[config.mk]
export PLATFORM = sky130hd
export DESIGN_NAME = debounce_edge_detect
export DESIGN_NICKNAME = d
export VERILOG_FILES = /design/src/rtl/debounce_edge_detect.sv
export SDC_FILE = /design/constraint.sdc
export NUM_CORES = 1
export LEC_CHECK = 0
export BUFFER_PORTS_ARGS = -buffer_cell sky130_fd_sc_hd__buf_4
export CELL_PAD_IN_SITES_DETAIL_PLACEMENT = 2
export CELL_PAD_IN_SITES_GLOBAL_PLACEMENT = 2
export CORE_ASPECT_RATIO = 1.1
export CORE_MARGIN = 1.5
export CORE_UTILIZATION = 31
export CTS_BUF_LIST = sky130_fd_sc_hd__clkbuf_16
export CTS_CLUSTER_DIAMETER = 60
export DETAILED_ROUTE_END_ITERATION = 8
export PLACE_DENSITY_LB_ADDON = 0.2
export SYNTH_ARGS = -nofsm -noshare
export SYNTH_HDL_FRONTEND = slang
export SYNTH_SLANG_ARGS = --single-unit
export TNS_END_PERCENT = 100
[constraint.sdc]
create_clock -name clk -period 3.9 [get_ports clk]
set_clock_uncertainty 0.05 [all_clocks]
set_input_delay 0.195 -clock clk [delete_from_list [all_inputs] [get_ports clk]]
set_output_delay 0.195 -clock clk [all_outputs]
set_load 0.05 [all_outputs]
[src/rtl/debounce_edge_detect.sv]
// Debouncer with rise/fall pulse outputs. The raw input is synchronized, and a
// level change is accepted only after CNT_MAX consecutive agreeing samples.

module debounce_edge_detect_chk #(
  parameter int CNT_MAX = 4,
  parameter int CNT_W   = 8
) (
  input logic             clk,
  input logic             reset,
  input logic             q,
  input logic             rise,
  input logic             fall,
  input logic             busy,
  input logic             in_wait,
  input logic [CNT_W-1:0] cnt
);

  localparam logic [CNT_W-1:0] CNT_LAST = CNT_W'(CNT_MAX - 1);

  a_no_overlap : assert property (@(posedge clk) disable iff (!reset) !(rise && fall));
  a_rise_once  : assert property (@(posedge clk) disable iff (!reset) rise |=> !rise);
  a_fall_once  : assert property (@(posedge clk) disable iff (!reset) fall |=> !fall);
  a_rise_q     : assert property (@(posedge clk) disable iff (!reset) rise |-> q);
  a_fall_q     : assert property (@(posedge clk) disable iff (!reset) fall |-> !q);
  a_cnt_max    : assert property (@(posedge clk) disable iff (!reset) cnt <= CNT_LAST);
  a_busy_wait  : assert property (@(posedge clk) disable iff (!reset) busy == in_wait);

endmodule

module debounce_edge_detect #(
  parameter int CNT_MAX = 4,
  parameter int CNT_W   = 8
) (
  input  logic clk,
  input  logic reset,
  input  logic din,
  output logic q,
  output logic rise,
  output logic fall,
  output logic busy
);

  typedef enum logic [1:0] {
    LOW       = 2'd0,
    WAIT_HIGH = 2'd1,
    HIGH      = 2'd2,
    WAIT_LOW  = 2'd3
  } state_t;

  localparam logic [CNT_W-1:0] CNT_ZERO = {CNT_W{1'b0}};
  localparam logic [CNT_W-1:0] CNT_ONE  = CNT_W'(1);
  localparam logic [CNT_W-1:0] CNT_LAST = CNT_W'(CNT_MAX - 1);

  logic             s1_r;
  logic             s2_r;
  state_t           state_r;
  logic [CNT_W-1:0] cnt_r;
  logic             q_r;
  logic             rise_r;
  logic             fall_r;
  logic             busy_r;
  logic             in_wait_s;

  // Two-flop synchronizer for the asynchronous raw input
  always_ff @(posedge clk or negedge reset) begin
    if (!reset) begin
      s1_r <= 1'b0;
      s2_r <= 1'b0;
    end else begin
      s1_r <= din;
      s2_r <= s1_r;
    end
  end

  // Qualification FSM; all outputs are registered alongside the state
  always_ff @(posedge clk or negedge reset) begin
    if (!reset) begin
      state_r <= LOW;
      cnt_r   <= CNT_ZERO;
      q_r     <= 1'b0;
      rise_r  <= 1'b0;
      fall_r  <= 1'b0;
      busy_r  <= 1'b0;
    end else begin
      rise_r <= 1'b0;
      fall_r <= 1'b0;
      case (state_r)
        LOW: begin
          if (s2_r) begin
            state_r <= WAIT_HIGH;
            cnt_r   <= CNT_ONE;
            busy_r  <= 1'b1;
          end else begin
            cnt_r   <= CNT_ZERO;
            busy_r  <= 1'b0;
          end
        end
        WAIT_HIGH: begin
          if (!s2_r) begin
            state_r <= LOW;
            cnt_r   <= CNT_ZERO;
            busy_r  <= 1'b0;
          end else if (cnt_r >= CNT_LAST) begin
            state_r <= HIGH;
            cnt_r   <= CNT_ZERO;
            q_r     <= 1'b1;
            rise_r  <= 1'b1;
            busy_r  <= 1'b0;
          end else begin
            cnt_r   <= cnt_r + CNT_ONE;
            busy_r  <= 1'b1;
          end
        end
        HIGH: begin
          if (!s2_r) begin
            state_r <= WAIT_LOW;
            cnt_r   <= CNT_ONE;
            busy_r  <= 1'b1;
          end else begin
            cnt_r   <= CNT_ZERO;
            busy_r  <= 1'b0;
          end
        end
        WAIT_LOW: begin
          if (s2_r) begin
            state_r <= HIGH;
            cnt_r   <= CNT_ZERO;
            busy_r  <= 1'b0;
          end else if (cnt_r >= CNT_LAST) begin
            state_r <= LOW;
            cnt_r   <= CNT_ZERO;
            q_r     <= 1'b0;
            fall_r  <= 1'b1;
            busy_r  <= 1'b0;
          end else begin
            cnt_r   <= cnt_r + CNT_ONE;
            busy_r  <= 1'b1;
          end
        end
        default: begin
          state_r <= LOW;
          cnt_r   <= CNT_ZERO;
          q_r     <= 1'b0;
          busy_r  <= 1'b0;
        end
      endcase
    end
  end

  assign in_wait_s = (state_r == WAIT_HIGH) || (state_r == WAIT_LOW);

  assign q    = q_r;
  assign rise = rise_r;
  assign fall = fall_r;
  assign busy = busy_r;

  debounce_edge_detect_chk #(
    .CNT_MAX(CNT_MAX),
    .CNT_W  (CNT_W)
  ) u_chk (
    .clk    (clk),
    .reset  (reset),
    .q      (q_r),
    .rise   (rise_r),
    .fall   (fall_r),
    .busy   (busy_r),
    .in_wait(in_wait_s),
    .cnt    (cnt_r)
  );

endmodule

==> impl_metrics.csv <==
group,metric,value,unit
run_status,outcome,"completed",
synth,yosysWarningCount,0,
timing,fmax,598,MHz
power_and_ir_drop,p_per_area,792,nW/um^2
timing,slew_violations,0,
worst_setup_path,cp_max_fo,5,
worst_setup_path,crit_path_end_kind,"flop",
route,vias_per_cell,4.86,
timing,setup-violations-final,0,
floorplan,chipWidth,42.5,microns
cts,cts.reportedPaths.clkPinSlew,0.04,ns
synth,synthCells,37,
worst_setup_path,rr_worst_depth,4,
floorplan,ioPinCount,7,
min_path,min_path_type,"in2reg",
placement,place_congestion,0.668,
cts,post-cts-setup-buffers,0,
worst_setup_path,arrival,1.75,ns
finish,diodes,0,
route,wl_met1,358,microns
cts,clock_latency,0.24,ns
finish,final_common_cell,"dfrtp_1",
timing,fin_crit,1.67,ns
placement,post_dp_cell_area,618,sq um
worst_setup_path,cp.required,3.98,ns
grt,grt_pass1_vias,375,
finish,drive_above_1_share,0.212,
route,routedWlPerCell,14.3,microns
cts,cts_buffers,3,
timing,final.setup.worst_slack,2.23,ns
worst_setup_path,crit_type,"reg2reg",
placement,post-place-ws,2.25,ns
floorplan,dieArea,1980,sq um
synth,synth_flop_cell,"dfrtp_1",
timing,grt_setup_unrepaired,"false",
worst_setup_path,cp-start-kind,"flop",
min_path,worstHoldStart,"din",
floorplan,die_h,46.5,microns
cts,h-tree-depth,1,
route,routed_wl,985,microns
grt,grt.total_usage,0.127,
grt,grt_pass1_wl,1.64,mm
finish,fin_area,703,sq um
grt,grt-ovfl-total,0,
cts,cts_resized,0,
worst_setup_path,crit_start,"cnt_r[0]",
cts,cts_root_buf,"clkbuf_16",
floorplan,core-area,1600,sq um
synth,ys_async_sr_fraction,1.00,
synth,syn_area,533,sq um
synth,synth.ff_latch_count,16,
synth,synth_seq_area_share,0.751,
floorplan,row_count,15,
timing,hold_viol,0,
worst_setup_path,r2r_slack,2.23,ns
placement,io_buffers,6,
finish,area_delta_synth_final,31.9,%
route,num_vias,335,
route,wl_met3,55,microns
placement,post-dp-hpwl,693,microns
cts,hold_buffers,1,
power_and_ir_drop,p_leak,0.341,nW
cts,clock_sinks,16,
route,route.met2.wl,537,microns
route,drc,0,
run,maxCapViolations,0,
timing,whs,0.00913,ns
worst_setup_path,reg2reg_from,"cnt_r[0]",
finish,fin_nets,58,
power_and_ir_drop,ir_worst_vdd,0.330,mV
route,firstDrtPassIters,2,
route,drt.antenna.violating_nets,0,
grt,grt_max_degree,17,
synth,synth_edf_count,0,
cts,cts_tree,"done",
finish,final_cell_mix,"16 x dfrtp_1, 6 x conb_1, 6 x buf_4",
route,routed.top_layer,"met4",
synth,avgSynthCellArea,14.4,sq um
timing,period_share,0.429,
floorplan,initial_utilization,0.334,
route,dr.first_iter.drc_count,2,
power_and_ir_drop,power,557,uW
cts,cts.path.max_buffers,2,
timing,setup_tns,0,ns
grt,grt_antenna_before_repair,0,
synth,synth.distinct_cells,18,
[area by class of cell]
class	count	area, sq um
repair buffers	7	55.1
multi-input cells	23	140
fillers	157	892
inverters	3	11.3
clock buffers	3	75.1
flip-flops and latches	16	400
well taps	17	21.3
[routing by layer]
metal,track usage,vias up
met1,0.107,169
li1,-,152
met4,0.0938,0
met2,0.228,10
met5,0,-
met3,0.0706,4
[critical path: stages, from the launching register on]
cell     delay, ns
dfrtp_1       0.37
ha_1          0.19
or3_1         0.39
o21ai_1       0.21
mux2_2        0.35
[stage by stage]
step	instances	utilization
floorplan	42	-
global placement	65	0.387
detailed placement	65	0.387
CTS	69	0.441
global route	69	0.441
finish	69	0.441
[synth_stat cells (all sizes together), types with 2 or more instances]
library cell,n,area share
o21ai,2,0.019
inv,3,0.021
dfrtp,16,0.75
or3,2,0.023
nor2,2,0.014
[kinds of logic after synthesis]
logic type / share of synthesized area
AO/OA/AOI/OAI: 0.0728
XOR/XNOR: 0.0164
adder cells (fa/ha/maj): 0.0235
buffers and inverters: 0.0211
flip-flops: 0.751
multiplexers: 0.0211
other: 0.00704
AND/OR/NAND/NOR: 0.0868
[worst min-delay path by stage]
stage | endpoint | slack [ns] | cells past startpoint
4_1_cts | s1_r | 0.004 | 1
3_3_place_gp | busy | 0.009 | 1
5_1_grt | s1_r | 0.002 | 1
6_report | s1_r | 0.009 | 1
3_5_place_dp | busy | 0.01 | 1
2_1_floorplan | async pin | -0.15 | 0
[power breakdown]
| part | total, mW | leakage, nW | switching (mW) | internal [mW] |
|---|---|---|---|---|
| Clock | 0.190 | 0.0370 | 0.0560 | 0.134 |
| Combinational | 0.144 | 0.111 | 0.0972 | 0.0468 |
| Sequential | 0.223 | 0.193 | 0.0231 | 0.200 |
| Total | 0.557 | 0.341 | 0.176 | 0.381 |
[flip-flops by register name (all words and copies together), names as in the netlist, named ones only]
name and flops:
cnt_r 8, busy 1, fall 1, q 1, rise 1, s1_r 1, s2_r 1, state_r 1
Power figures use the tool's default switching activity.
